[src/rtl/mem_arb_pkg.sv]
// Shared types and constants for the two-master memory arbiter.
// Optional round-robin arbitration is selected with MEM_ARB_RR_EN.
package mem_arb_pkg;

   localparam int unsigned MEM_ADDR_W = 28;
   localparam int unsigned MEM_DATA_W = 128;

   typedef enum logic [1:0] {
      S_IDLE   = 2'd0,
      S_BUSY_I = 2'd1,
      S_BUSY_D = 2'd2
   } state_e;

   localparam logic PORT_I = 1'b0;
   localparam logic PORT_D = 1'b1;

endpackage

[src/rtl/mem_arb_pick.sv]
// Combinational winner selection between the I-cache and D-cache requests.
// MEM_ARB_RR_EN: ties alternate against last_grant; otherwise the D-cache wins ties.
module mem_arb_pick
   import mem_arb_pkg::*;
(
   input  logic ic_req,
   input  logic dc_req,
   input  logic last_grant,
   output logic grant_valid,
   output logic grant
);

`ifndef MEM_ARB_RR_EN
   logic unused_last_grant;
   assign unused_last_grant = last_grant;
`endif

   always_comb begin
      grant_valid = ic_req | dc_req;
      grant       = PORT_D;
      if (ic_req && dc_req) begin
`ifdef MEM_ARB_RR_EN
         grant = (last_grant == PORT_I) ? PORT_D : PORT_I;
`else
         grant = PORT_D;
`endif
      end else if (ic_req) begin
         grant = PORT_I;
      end
   end

endmodule

[src/rtl/mem_arbiter.sv]
// Two-master arbiter merging I-cache and D-cache block ports onto one memory port.
// Arbitration policy is fixed-priority (D wins) unless MEM_ARB_RR_EN is defined.
module mem_arbiter
   import mem_arb_pkg::*;
#(
   parameter int unsigned ADDR_W = MEM_ADDR_W,
   parameter int unsigned DATA_W = MEM_DATA_W
) (
   input  logic              clk,
   input  logic              proc_reset,
   input  logic              ic_mem_read,
   input  logic              ic_mem_write,
   input  logic [ADDR_W-1:0] ic_mem_addr,
   input  logic [DATA_W-1:0] ic_mem_wdata,
   output logic [DATA_W-1:0] ic_mem_rdata,
   output logic              ic_mem_ready,
   input  logic              dc_mem_read,
   input  logic              dc_mem_write,
   input  logic [ADDR_W-1:0] dc_mem_addr,
   input  logic [DATA_W-1:0] dc_mem_wdata,
   output logic [DATA_W-1:0] dc_mem_rdata,
   output logic              dc_mem_ready,
   output logic              mem_read,
   output logic              mem_write,
   output logic [ADDR_W-1:0] mem_addr,
   output logic [DATA_W-1:0] mem_wdata,
   input  logic [DATA_W-1:0] mem_rdata,
   input  logic              mem_ready
);

   state_e state_q, state_d;
   logic   last_grant_q;
   logic   grant_valid, grant;
   logic   load, done;

   logic              sel_read, sel_write;
   logic [ADDR_W-1:0] sel_addr;
   logic [DATA_W-1:0] sel_wdata;
   logic              ic_own, dc_own;

   mem_arb_pick u_pick (
      .ic_req      (ic_mem_read | ic_mem_write),
      .dc_req      (dc_mem_read | dc_mem_write),
      .last_grant  (last_grant_q),
      .grant_valid (grant_valid),
      .grant       (grant)
   );

   assign sel_read  = (grant == PORT_D) ? dc_mem_read  : ic_mem_read;
   assign sel_write = (grant == PORT_D) ? dc_mem_write : ic_mem_write;
   assign sel_addr  = (grant == PORT_D) ? dc_mem_addr  : ic_mem_addr;
   assign sel_wdata = (grant == PORT_D) ? dc_mem_wdata : ic_mem_wdata;

   always_comb begin
      state_d = state_q;
      load    = 1'b0;
      done    = 1'b0;
      unique case (state_q)
         S_IDLE: begin
            if (grant_valid) begin
               load    = 1'b1;
               state_d = (grant == PORT_D) ? S_BUSY_D : S_BUSY_I;
            end
         end
         S_BUSY_I, S_BUSY_D: begin
            if (mem_ready) begin
               done    = 1'b1;
               state_d = S_IDLE;
            end
         end
         default: state_d = S_IDLE;
      endcase
   end

   always_ff @(posedge clk) begin
      if (proc_reset) begin
         state_q      <= S_IDLE;
         last_grant_q <= PORT_I;
         mem_read     <= 1'b0;
         mem_write    <= 1'b0;
         mem_addr     <= '0;
         mem_wdata    <= '0;
      end else begin
         state_q <= state_d;
         if (load) begin
            mem_addr  <= sel_addr;
            mem_wdata <= sel_wdata;
            mem_write <= sel_write;
            // A read+write collision forwards only the write.
            mem_read  <= sel_read & ~sel_write;
         end else if (done) begin
            mem_read     <= 1'b0;
            mem_write    <= 1'b0;
            last_grant_q <= (state_q == S_BUSY_D) ? PORT_D : PORT_I;
         end
      end
   end

   // Reset abandons an in-flight transaction without completing it to the cache.
   assign ic_own = (state_q == S_BUSY_I) && !proc_reset;
   assign dc_own = (state_q == S_BUSY_D) && !proc_reset;

   assign ic_mem_ready = ic_own & mem_ready;
   assign dc_mem_ready = dc_own & mem_ready;
   assign ic_mem_rdata = ic_own ? mem_rdata : '0;
   assign dc_mem_rdata = dc_own ? mem_rdata : '0;

endmodule
[config.mk]
export PLATFORM = sky130hd
export DESIGN_NAME = mem_arbiter
export DESIGN_NICKNAME = d
export VERILOG_FILES = /design/src/rtl/mem_arb_pkg.sv /design/src/rtl/mem_arb_pick.sv /design/src/rtl/mem_arbiter.sv
export SDC_FILE = /design/constraint.sdc
export NUM_CORES = 1
export LEC_CHECK = 0
export ABC_AREA = 1
export CAP_MARGIN = 20
export CELL_PAD_IN_SITES_DETAIL_PLACEMENT = 2
export CELL_PAD_IN_SITES_GLOBAL_PLACEMENT = 2
export CORE_AREA = 2 2 340 342
export CTS_CLUSTER_SIZE = 24
export DETAILED_ROUTE_END_ITERATION = 6
export DIE_AREA = 0 0 342 344
export GPL_TIMING_DRIVEN = 1
export HOLD_SLACK_MARGIN = 0.15
export PLACE_DENSITY = 0.67
export SLEW_MARGIN = 20
export SYNTH_ARGS = -nofsm -noshare
export SYNTH_HDL_FRONTEND = slang
export SYNTH_SLANG_ARGS = --single-unit
[constraint.sdc]
create_clock -name clk -period 2.8 [get_ports clk]
set_input_delay 0.42 -clock clk [delete_from_list [all_inputs] [get_ports clk]]
set_output_delay 0.42 -clock clk [all_outputs]
set_load 0.03 [all_outputs]
==> results.md, run 1 <==
- Fmax: 0.377 GHz
- Number of global-route vias before repair: 14700
- Worst slack, placed: 257 ps
- Clk_lat worst skew: 490 ps
- Crit path max fanout: 30
- Overflow after GRT: 0
- Filler cell count: 13600
- Clock transition at path regs: 70 ps
- Syn Area/Cell: 5.57 um^2
- Initial Util: 8.76%
- Most frequent cells in the layout: clkdlybuf4s50_1 (614), nand2_1 (477), inv_1 (446)
- Crit path required time: 2380 ps
- Slew headroom: 42.1%
- Routed wire length: 89.0 mm
- P_leak: 0.0125 uW
- Gr usage total: 14.5%
- Post-CTS Repair Setup Buffers: 0
- CTS Buffer Depth: 2
- Sequential area share after synthesis: 32.1%
- CTS Buf Count: 17
- DRC viols: 0
- Cell area after synthesis: 9970 um^2
- Drt pass-1 iters: 5
- Hold Slack: 403 ps
- Final Setup Violations: 0
- Clk_skew: 16.0 ps
- First-pass GRT wire length: 118 mm
- Routed via count: 14200
- Fin crit share: 94.7%
- Fin nets: 3036
- Max Slew Vio Count: 0
- CTS root buf: clkbuf_16
- Slew @ Worst Pin: 869 ps
- Post-synth cell types: 19
- Initial drt markers: 389
- Maxcap violations: 0
- Critical R2R Launch: state_q[0]$_SDFFE_PP0P_
- Port Buffers: 862
- Ys Warns: 0
- Tot Pwr: 9460 uW
- Core area: 114000 um^2
- CTS H-tree lvls: 4
- TritonCTS clock tree: built
- DR vias/cell: 3.43
- Tmin final: 2650 ps
- Status: finished clean
- CP startpoint: state_q[1]$_SDFFE_PP0P_
- Hold Vio Cnt, Final: 0
- Crit end category: primary output
- Tightest Hold Check Type: input port to register
- FF/Latch Area: 3200 um^2
- Antenna viol nets, final: 0
- Die H: 344 um
- TNS Setup: 0 ps
- Fin area: 21200 um^2
- Synthesized flop and latch total: 160
- Layout area overhead: 113%
- Gpl congestion: 0.859
- Leading cell type in the layout, fill and taps excluded: clkdlybuf4s50_1
- Initial antenna violation count: 61
- Layout cells sized above 1: 5.46%
- DP Wirelength: 74.4 mm
- Clock sinks: 160
- Post-Syn Nets: 2239
- I/O pins: 863
- CP Data Arrival Time: 2230 ps
- Multi-input gate area: 4500 um^2
- Hold Path Origin: proc_reset
- Post-Syn Instances: 1789
- VDD IR max: 0.390 mV
- Pwr dens: 446 nW/um^2
- CP Class: register to primary output
- DR WL/cell: 21.5 um
- Die width: 342 um
- Worst setup margin: 149 ps
- Die Area: 118000 um^2
- Placed instance area: 20200 um^2
- Largest net degree at the start of global routing: 160
- Rows: 124
- Critical path launch point type: register
layer usage:
metal | track usage (%) | up-vias | share of wire [%]
li1 | - | 6786 | -
met1 | 14.6 | 6713 | 36
met2 | 28.5 | 540 | 54
met3 | 4.21 | 130 | 6.7
met4 | 4.25 | 16 | 3.4
met5 | 0 | - | 0.12
sequential cells by signal, indices dropped and copies added, names as in the netlist:
| name | flops |
|---|---|
| state_q | 2 |
| mem_write | 1 |
| mem_read | 1 |
| mem_addr | 28 |
| mem_wdata | 128 |
critical path: stages (launching register included):
cell and delay, ps:
dfxtp_1 330, inv_1 80, ha_1 190, nand2_4 130, buf_8 200, nor2_1 100, clkdlybuf4s50_1 700
cells in the mapped netlist:
library cell,count,share of area (%)
ha_1,3,0.38
buf_8,1,0.15
and2_1,1,0.063
nor2_2,1,0.063
o21ai_1,1,0.050
nand3_1,159,8.0
buf_1,1,0.038
nand2_1,479,18
nand2_2,2,0.13
a21oi_1,161,8.1
inv_2,1,0.038
nor2_4,2,0.23
dfxtp_1,160,32
nor2_1,259,9.7
clkbuf_1,24,0.90
buf_6,9,1.0
buf_2,69,3.5
inv_1,446,17
buf_4,10,0.75
through the flow:
stage          cells  utilization, %
2_1_floorplan   1789               -
3_3_place_gp    4076            17.7
3_5_place_dp    4076            17.7
4_1_cts         4110            18.3
5_1_grt         4115            18.6
6_report        4130            18.6
power breakdown:
group / internal [uW] / total [uW] / switching [uW]
logic: 1670 / 4050 / 2380
registers: 2590 / 2760 / 171
clock network: 1400 / 2650 / 1250
total: 5660 / 9460 / 3800
final cells by class:
type                    count  share of cell area [%]
diodes                     19                   0.224
multi-input cells        1068                    21.2
flip-flops and latches    160                    15.1
inverters                 447                    7.94
well taps                1512                    8.92
repair buffers            892                    43.7
clock inverters            13                   0.773
clock buffers              19                    2.14
worst paths after layout:
kind | depth (start not counted) | slack, ps | endpoint
worst max register to register | 9 | 980 | mem_addr[1]$_SDFFE_PP0P_
worst max-delay path | 6 | 150 | ic_mem_rdata[16]
worst min-delay path | 5 | 400 | mem_write$_SDFFE_PP0P_
worst min register to register | 2 | 490 | state_q[0]$_SDFFE_PP0P_
timing repair:
action | 4_1_cts | 5_1_grt
pin swaps | 0 | 0
endpoints found under the setup margin | 165 | 136
resized for setup | 55 | 127
endpoints found under the hold margin | 0 | 0
hold buffers | 0 | 0
gates cloned | 2 | 1
cell families (layout without fill, tap and decap cells):
group	Yosys count	in the layout	synth area share (%)
compound gates	162	162	8.13
buf+inv	561	1371	23.1
fa+ha+maj	3	3	0.376
flops	160	160	32.1
simple gates	903	903	36.2
other cells	0	19	0
(Power assumes the default switching activity.)
==> run 2: changes to the inputs <==
HOLD_SLACK_MARGIN = default   (was 0.15)
==> results of run 2 <==
Final layout, timing and power as in run 1 (identical DEF).
==> run 3: changes to the inputs <==
CORE_AREA = 8 8 327 329   (was 2 2 340 342)
DIE_AREA = 0 0 335 337   (was 0 0 342 344)
PLACE_DENSITY = 0.72   (was 0.67)
==> run 3 against run 2 <==
Compared with the run above:
- sequential power barely moved
- flip-flop and latch count did not move
- fmax increased by 0.20%
- worst setup slack improved by 5.3 ps
- clock skew rose by 1.2 ps
- critical path depth stayed put
- die area fell by 4.0%
- combinational power is essentially flat
- global-route usage is 0.49 points higher
==> results.md, run 3 (synthesis gave the netlist of run 1 again) <==
- Slew headroom: 45.3%
- GR Layer Usage met3: 5.69%
- Layout Utilization: 20.2%
- Filler cell count: 12200
- DP Wirelength: 76.3 mm
- Crit end category: primary output
- I/O pins: 863
- P_leak: 0.0109 uW
- Crit path max fanout: 50
- DR WL/cell: 22.3 um
- Post-cts hold buffer count: 0
- CTS root buf: clkbuf_16
- Layout area overhead: 105%
- Number of global-route vias before repair: 15100
- Tot Pwr: 9300 uW
- Most frequent cells in the layout: clkdlybuf4s50_1 (624), nand2_1 (477), inv_1 (446)
- Initial drt markers: 454
- CP Data Arrival Time: 2230 ps
- Fin area: 20500 um^2
- Clk_skew: 17.2 ps
- Initial antenna violation count: 64
- Crit path required time: 2380 ps
- Fmax: 0.378 GHz
- Largest register FFs: 128
- Maxcap violations: 0
- Finished Layout Cells: 3987
- TritonCTS clock tree: built
- FF-to-FF setup slack: 880 ps
- Slew @ Worst Pin: 821 ps
- Die width: 335 um
- Inst Count DP: 3937
- Critical path launch point type: register
- Overflow after GRT: 0
- Fin nets: 3039
- Die Area: 113000 um^2
- RSZ-0062 raised after global routing: no
- Antenna viol nets, final: 0
- Layout cells sized above 1: 6.53%
- Largest registers: mem_wdata (128), mem_addr (28), state_q (2)
- Clk_lat worst skew: 490 ps
- Port Buffers: 862
- CP Class: register to primary output
- First-pass GRT wire length: 119 mm
- Top reg by flops: mem_wdata
- DR vias/cell: 3.56
- CTS Buffer Depth: 2
- Core area: 101000 um^2
- TNS Setup: 0 ps
- Clock transition at path regs: 70 ps
- Met1 Use GR: 15.7%
- Placed instance area: 19900 um^2
- Gpl congestion: 0.874
- DRC viols: 0
- Pwr dens: 454 nW/um^2
- Rows: 117
- Fin crit share: 94.5%
- Initial Util: 9.85%
- Largest net degree at the start of global routing: 113
- Tmin final: 2650 ps
- CTS H-tree lvls: 4
- Hold Vio Cnt, Final: 0
- GR peak layer: met2
- Max Slew Vio Count: 0
- Post-CTS Repair Setup Buffers: 0
- Routed via count: 14200
- Final Setup Violations: 0
- Routed wire length: 89.1 mm
- Status: finished clean
- Leading cell type in the layout, fill and taps excluded: clkdlybuf4s50_1
- Die H: 337 um
- Drt pass-1 iters: 5
- VDD IR max: 0.318 mV
- Clock sinks: 160
- Tightest Hold Check Type: input port to register
- CTS Buf Count: 17
- Met2 Usage GRT: 27.8%
- Gr usage total: 15.0%
## run 3: power by group
part	internal, uW	switching (uW)	total, uW
Sequential	2590	175	2760
Combinational	1650	2400	4050
Clock	1280	1210	2480
## run 3: layer usage
layer | vias up | wire length [um] | part of all wire, %
li1 | 6793 | - | -
met1 | 6691 | 33600 | 38
met2 | 552 | 46400 | 52
met3 | 133 | 7000 | 7.9
met4 | 18 | 1990 | 2.2
met5 | - | 115 | 0.13
## run 3: final cells by class
class / count / area (um^2) / share of cell area [%]
Timing Repair Buffer: 895 / 8760 / 42.8
Multi-Input combinational cell: 1068 / 4500 / 22.0
Sequential cell: 160 / 3200 / 15.6
Tap cell: 1368 / 1710 / 8.35
Inverter: 447 / 1680 / 8.21
Clock buffer: 18 / 439 / 2.14
Clock inverter: 14 / 145 / 0.708
Antenna cell: 17 / 42.5 / 0.208
## run 3: repair_timing
item	4_1_cts	5_1_grt
endpoints found under the setup margin	150	38
gates cloned	1	0
gates resized for setup	130	18
## run 3: critical path, stage by stage, from the launching register on
cell	delay, ps
dfxtp_1	330
inv_1	80
ha_1	190
nand2_4	110
buf_12	200
nor2_1	110
clkdlybuf4s50_1	690
## run 3: metrics by stage
step | worst slack (ps) | hold slack (ps)
after floorplan | 938 | 456
after global placement | 396 | 484
after detailed placement | 343 | 483
after CTS | 0.00866 | 265
after global routing | 3.18 | 305
final | 155 | 331
## run 3: path summary, 6_finish.rpt
kind                            from                         end  cells past startpoint
max          state_q[1]$_SDFFE_PP0P_            ic_mem_rdata[65]                      6
min                       proc_reset      mem_write$_SDFFE_PP0P_                      5
max reg2reg  state_q[0]$_SDFFE_PP0P_  mem_wdata[98]$_SDFFE_PP0P_                      8
min reg2reg  state_q[1]$_SDFFE_PP0P_     state_q[1]$_SDFFE_PP0P_                      2
